## src/rtl/npu_result_collector.sv

```systemverilog
`default_nettype none
// ============================================================================
// Module   : npu_result_collector
// Brief    : Captures a frame of NUM_CLASSES signed NPU scores from D_OUT,
//            tracks the running signed argmax, raises irq when the frame is
//            complete and exposes status, result and scores on an Avalon-MM
//            read-only slave port.
// Revision : 1.0 - initial release
// ============================================================================
module npu_result_collector #(
    parameter int NUM_CLASSES = 10
) (
    input  logic        clk,
    input  logic        reset,
    input  logic [7:0]  d_out,
    input  logic        d_valid,
    input  logic        clear,
    input  logic        chipselect,
    input  logic        read,
    input  logic [2:0]  address,
    output logic [31:0] readdata,
    output logic        irq
);

    localparam logic       c_COLLECT = 1'b0;
    localparam logic       c_DONE    = 1'b1;
    localparam logic [4:0] c_LAST    = 5'(NUM_CLASSES - 1);
    localparam logic [7:0] c_MIN_VAL = 8'h80;

    logic        r_state;
    logic [4:0]  r_wr_ptr;
    logic [7:0]  r_buf [NUM_CLASSES];
    logic [7:0]  r_max_val;
    logic [4:0]  r_max_idx;
    logic        r_overflow;
    logic [31:0] r_readdata;

    logic        w_busy;
    logic        w_done;
    logic [4:0]  w_base;
    logic [7:0]  w_pad [32];
    logic [31:0] w_rd_data;

    assign w_done   = (r_state == c_DONE);
    assign w_busy   = (r_state == c_COLLECT) && (r_wr_ptr != 5'd0);
    assign irq      = w_done;
    assign readdata = r_readdata;

    // Score view padded to the full 32-byte window; unused slots read as zero.
    genvar gi;
    for (gi = 0; gi < 32; gi++) begin : g_pad
        if (gi < NUM_CLASSES) begin : g_used
            assign w_pad[gi] = r_buf[gi];
        end else begin : g_zero
            assign w_pad[gi] = 8'h00;
        end
    end

    // Frame capture, argmax tracking and overflow detection; clear wins over d_valid.
    always_ff @(posedge clk) begin
        if (reset || clear) begin
            r_state    <= c_COLLECT;
            r_wr_ptr   <= 5'd0;
            r_max_val  <= c_MIN_VAL;
            r_max_idx  <= 5'd0;
            r_overflow <= 1'b0;
            for (int i = 0; i < NUM_CLASSES; i++) begin
                r_buf[i] <= 8'h00;
            end
        end else if (d_valid) begin
            if (r_state == c_COLLECT) begin
                for (int i = 0; i < NUM_CLASSES; i++) begin
                    if (r_wr_ptr == 5'(i)) begin
                        r_buf[i] <= d_out;
                    end
                end
                // Strict compare keeps the lowest index on ties.
                if (($signed(d_out) > $signed(r_max_val)) || (r_wr_ptr == 5'd0)) begin
                    r_max_val <= d_out;
                    r_max_idx <= r_wr_ptr;
                end
                r_wr_ptr <= r_wr_ptr + 5'd1;
                if (r_wr_ptr == c_LAST) begin
                    r_state <= c_DONE;
                end
            end else begin
                r_overflow <= 1'b1;
            end
        end
    end

    // Register-map read mux built from current (pre-update) register values.
    always_comb begin
        w_base    = {address - 3'd2, 2'b00};
        w_rd_data = 32'h0;
        case (address)
            3'd0:    w_rd_data = {19'h0, r_wr_ptr, 5'h0, r_overflow, w_done, w_busy};
            3'd1:    w_rd_data = {16'h0, r_max_val, 3'h0, r_max_idx};
            default: w_rd_data = {w_pad[w_base + 5'd3], w_pad[w_base + 5'd2],
                                  w_pad[w_base + 5'd1], w_pad[w_base]};
        endcase
    end

    // One-cycle read latency; readdata holds between reads.
    always_ff @(posedge clk) begin
        if (reset) begin
            r_readdata <= 32'h0;
        end else if (chipselect && read) begin
            r_readdata <= w_rd_data;
        end
    end

endmodule
`default_nettype wire
```

## config.mk

```make
export PLATFORM = sky130hd
export DESIGN_NAME = npu_result_collector
export DESIGN_NICKNAME = d
export VERILOG_FILES = /design/src/rtl/npu_result_collector.sv
export SDC_FILE = /design/constraint.sdc
export NUM_CORES = 1
export LEC_CHECK = 0
export BUFFER_PORTS_ARGS = -buffer_cell sky130_fd_sc_hd__buf_2
export CORE_MARGIN = 5
export CORE_UTILIZATION = 50
export CTS_BUF_LIST = sky130_fd_sc_hd__clkbuf_8
export CTS_CLUSTER_DIAMETER = 60
export DETAILED_ROUTE_END_ITERATION = 10
export PLACE_DENSITY = 0.77
export SYNTH_ARGS = -nofsm -noshare
export SYNTH_HDL_FRONTEND = slang
export SYNTH_SLANG_ARGS = --single-unit
```

## constraint.sdc

```tcl
create_clock -name clk -period 6.25 [get_ports clk]
set_clock_uncertainty 0.05 [all_clocks]
set_input_delay 1.25 -clock clk [delete_from_list [all_inputs] [get_ports clk]]
set_output_delay 1.25 -clock clk [all_outputs]
set_load 0.02 [all_outputs]
```

==> results.cfg <==
[floorplanning]
num_io_pins = 50
fp.dieH_um = 119
initial_utilization = 0.505
rows = 40
coreArea_um2 = 11900
die_area_um2 = 14300
dieWidth_um = 119

[worst_hold_path]
worstHoldPathType = register to register

[detailed_routing]
via_per_inst = 6.01
post_drt_wl_per_cell_um = 19.8
drt_drc_violations_left = 0
count_of_vias_placed_by_the_detailed_router = 4311
finalWirelength_um = 14200
drtAntennaViolNets = 0
drt_first_iter_violations = 507
first_pass_iters = 5

[power_and_ir_drop]
pint_w = 0.00148
netSwitchingFraction = 0.231
power.share.combinational = 0.076
net-switching-power_w = 0.000445
power.clock.fraction = 0.422
total_power_w = 0.00193
irDropWorstVdd_mv = 0.138
power.sequential.fraction = 0.502
power_density_nw_per_um2 = 289
power.static_leakage_nw = 2.70

[timing]
slew_viol_final = 0
post-route-worst-setup-slack_ns = 3.27
worstMarginPinSlew_ns = 1.18
finalWorstPathRequiredPeriod_ns = 2.98
rsz_0062_raised_after_global_routing = false
fmax_mhz = 336
worst_relative_slew_slack = 0.206
setup-tns-final_ns = 0
final_min_period_over_clock_period = 0.476
finalSetupViolCount = 0
hold_vio_cnt_final = 0

[logic_synthesis]
post_synth_main_area_contributors = edfxtp_1 40%, dfxtp_1 17%, and2_1 5.0%
syn_area_um2 = 5990
biggest_area_consumer_among_synthesized_cells = edfxtp_1
synth-seq-cells = 132
synth_top_area_share = 0.401
ys_dominant_reg_cell = edfxtp_1
synthMostInstantiatedCell = edfxtp_1
count_of_flip_flops_with_a_built_in_enable_after_synthesis = 80
synth.net_count = 560
synth_async_sr_flop_share = 0
synth.avg_cell_area_um2 = 11.3
yosys.cell_types.count = 47
netlist_top_cells_count = 80 x edfxtp_1, 52 x dfxtp_1, 48 x and2_1
synth-seq-area-share = 0.575
yosys_warnings = 0
synth_cells = 531

[final_layout]
area_of_the_multi_input_gates_um2 = 2290
fin_nets = 586
flow.area_growth_from_synthesis_pct = 11.6
layout.cells.non_filler = 717
final_design_area_no_fill_um2 = 6680
diodes = 0
drive_gt1_frac = 0.216
layout.filler_cells = 969
ff_latch_area_um2 = 3440

[critical_path]
endpoint_arrival_time_on_the_critical_path_ns = 3.26
cp_max_fo = 14
timing.critical_path.to_type = register
startpoint_type = input pin
critPathRequiredTime_ns = 6.53
critical_path_class = input pin to register
reg2reg_slack_ns = 3.72

[cts]
cts_made_buffers = 17
numClockSinks = 132
number_of_buffers_added_to_fix_hold_violations_after_cts = 0
cts-htree-levels = 4
cts.path.max_buffers = 2
ctsRootBufferMaster = clkbuf_8
insertion_delay_ns = 0.44
cts_tree = done
cts.reportedPaths.clkPinSlew_ns = 0.08
cts-resized-gates = 0
postCtsSetupBuffers = 0

[placed_design]
dpl.cell_count = 685
place.gp.congestion = 0.827
post-dp-hpwl_um = 9480
placement.io_buffers = 49
place_worst_setup_slack_ns = 2.85
dpl-instance-area_um2 = 6220

[job]
max-cap-violations = 0

[grt]
grtUsageTotal = 0.207
grt_start_max_net_pins = 35
grt_pass1_vias = 4226
grt.overflow.total = 0
grt_first_pass_wirelength_um = 22900
antenna_violations_before_repair = 0

[outcome]
outcome = finished clean
==> worst max-delay path, cell delays in order <==
cell and delay [ns]:
buf_2 0.19, inv_1 0.14, ha_1 0.22, nand2b_1 0.14, a211oi_1 0.36, o31a_1 0.53, nor3_1 0.16, a32o_1 0.26
==> kinds of logic after synthesis <==
| kind of cell | synth area share |
|---|---|
| AO/OA/AOI/OAI | 0.124 |
| buffers and inverters | 0.0426 |
| AND/OR/NAND/NOR | 0.173 |
| XOR/XNOR | 0.00585 |
| multiplexers | 0.0533 |
| flip-flops | 0.575 |
| adder cells (fa/ha/maj) | 0.0251 |
==> cell type report <==
class | instances | share of cell area
clock inverters | 14 | 0.0316
flip-flops and latches | 132 | 0.515
clock buffers | 18 | 0.0371
well taps | 147 | 0.0275
inverters | 11 | 0.00618
repair buffers | 52 | 0.0401
multi-input cells | 343 | 0.342
==> worst paths after layout <==
| check | start | endpoint | cells after the start |
|---|---|---|---|
| max | d_out[0] | r_max_idx[3] | 8 |
| min | r_overflow | r_overflow | 2 |
| max reg2reg | r_wr_ptr[0] | r_buf[9][1] | 3 |
| min reg2reg | r_overflow | r_overflow | 2 |
==> flip-flops by register name, summed over array words and instances (netlist names) <==
register,count
r_buf,80
readdata,32
r_max_val,8
r_max_idx,5
r_wr_ptr,5
irq,1
r_overflow,1
==> metrics by stage <==
step           hold slack (ns)  utilization
2_1_floorplan            0.387            -
3_3_place_gp             0.412        0.525
3_5_place_dp             0.425        0.525
4_1_cts                  0.438        0.563
5_1_grt                  0.465        0.563
6_report                 0.437        0.563
==> cell usage in the layout, fill, tap and decap left out, types with 3 or more instances in the layout <==
cell type / count
nand2_1: 23
o221ai_1: 12
a21oi_1: 12
mux2i_1: 6
mux2_2: 23
bufinv_16: 5
nor2_1: 46
inv_1: 13
ha_1: 12
dfxtp_1: 52
buf_2: 49
buf_4: 3
o211ai_1: 4
xor2_1: 3
nor2b_1: 5
nand3_1: 14
clkinvlp_4: 3
and3_1: 27
and2_1: 48
and3_2: 8
a22oi_1: 38
nand4_1: 3
o21ai_0: 27
nor3_1: 4
edfxtp_1: 80
a32o_1: 3
clkbuf_8: 18
nand2b_1: 4
==> power by group through the flow <==
stage	clock (W)	combinational (W)	sequential, W
finish	0.000813	0.000147	0.000967
detailed placement	0	0.000145	0.000986
floorplan	0	0.0000969	0.000990
global route	0.000861	0.000162	0.000970
CTS	0.000823	0.000146	0.000967
global placement	0	0.000141	0.000984
==> per-layer routing <==
layer | track usage | up-vias | wire [µm]
li1 | - | 1983 | -
met1 | 0.268 | 2081 | 5690
met2 | 0.331 | 214 | 6940
met3 | 0.0499 | 33 | 1200
met4 | 0.0909 | 0 | 382
met5 | 0 | - | 0
(Power assumes the default switching activity.)
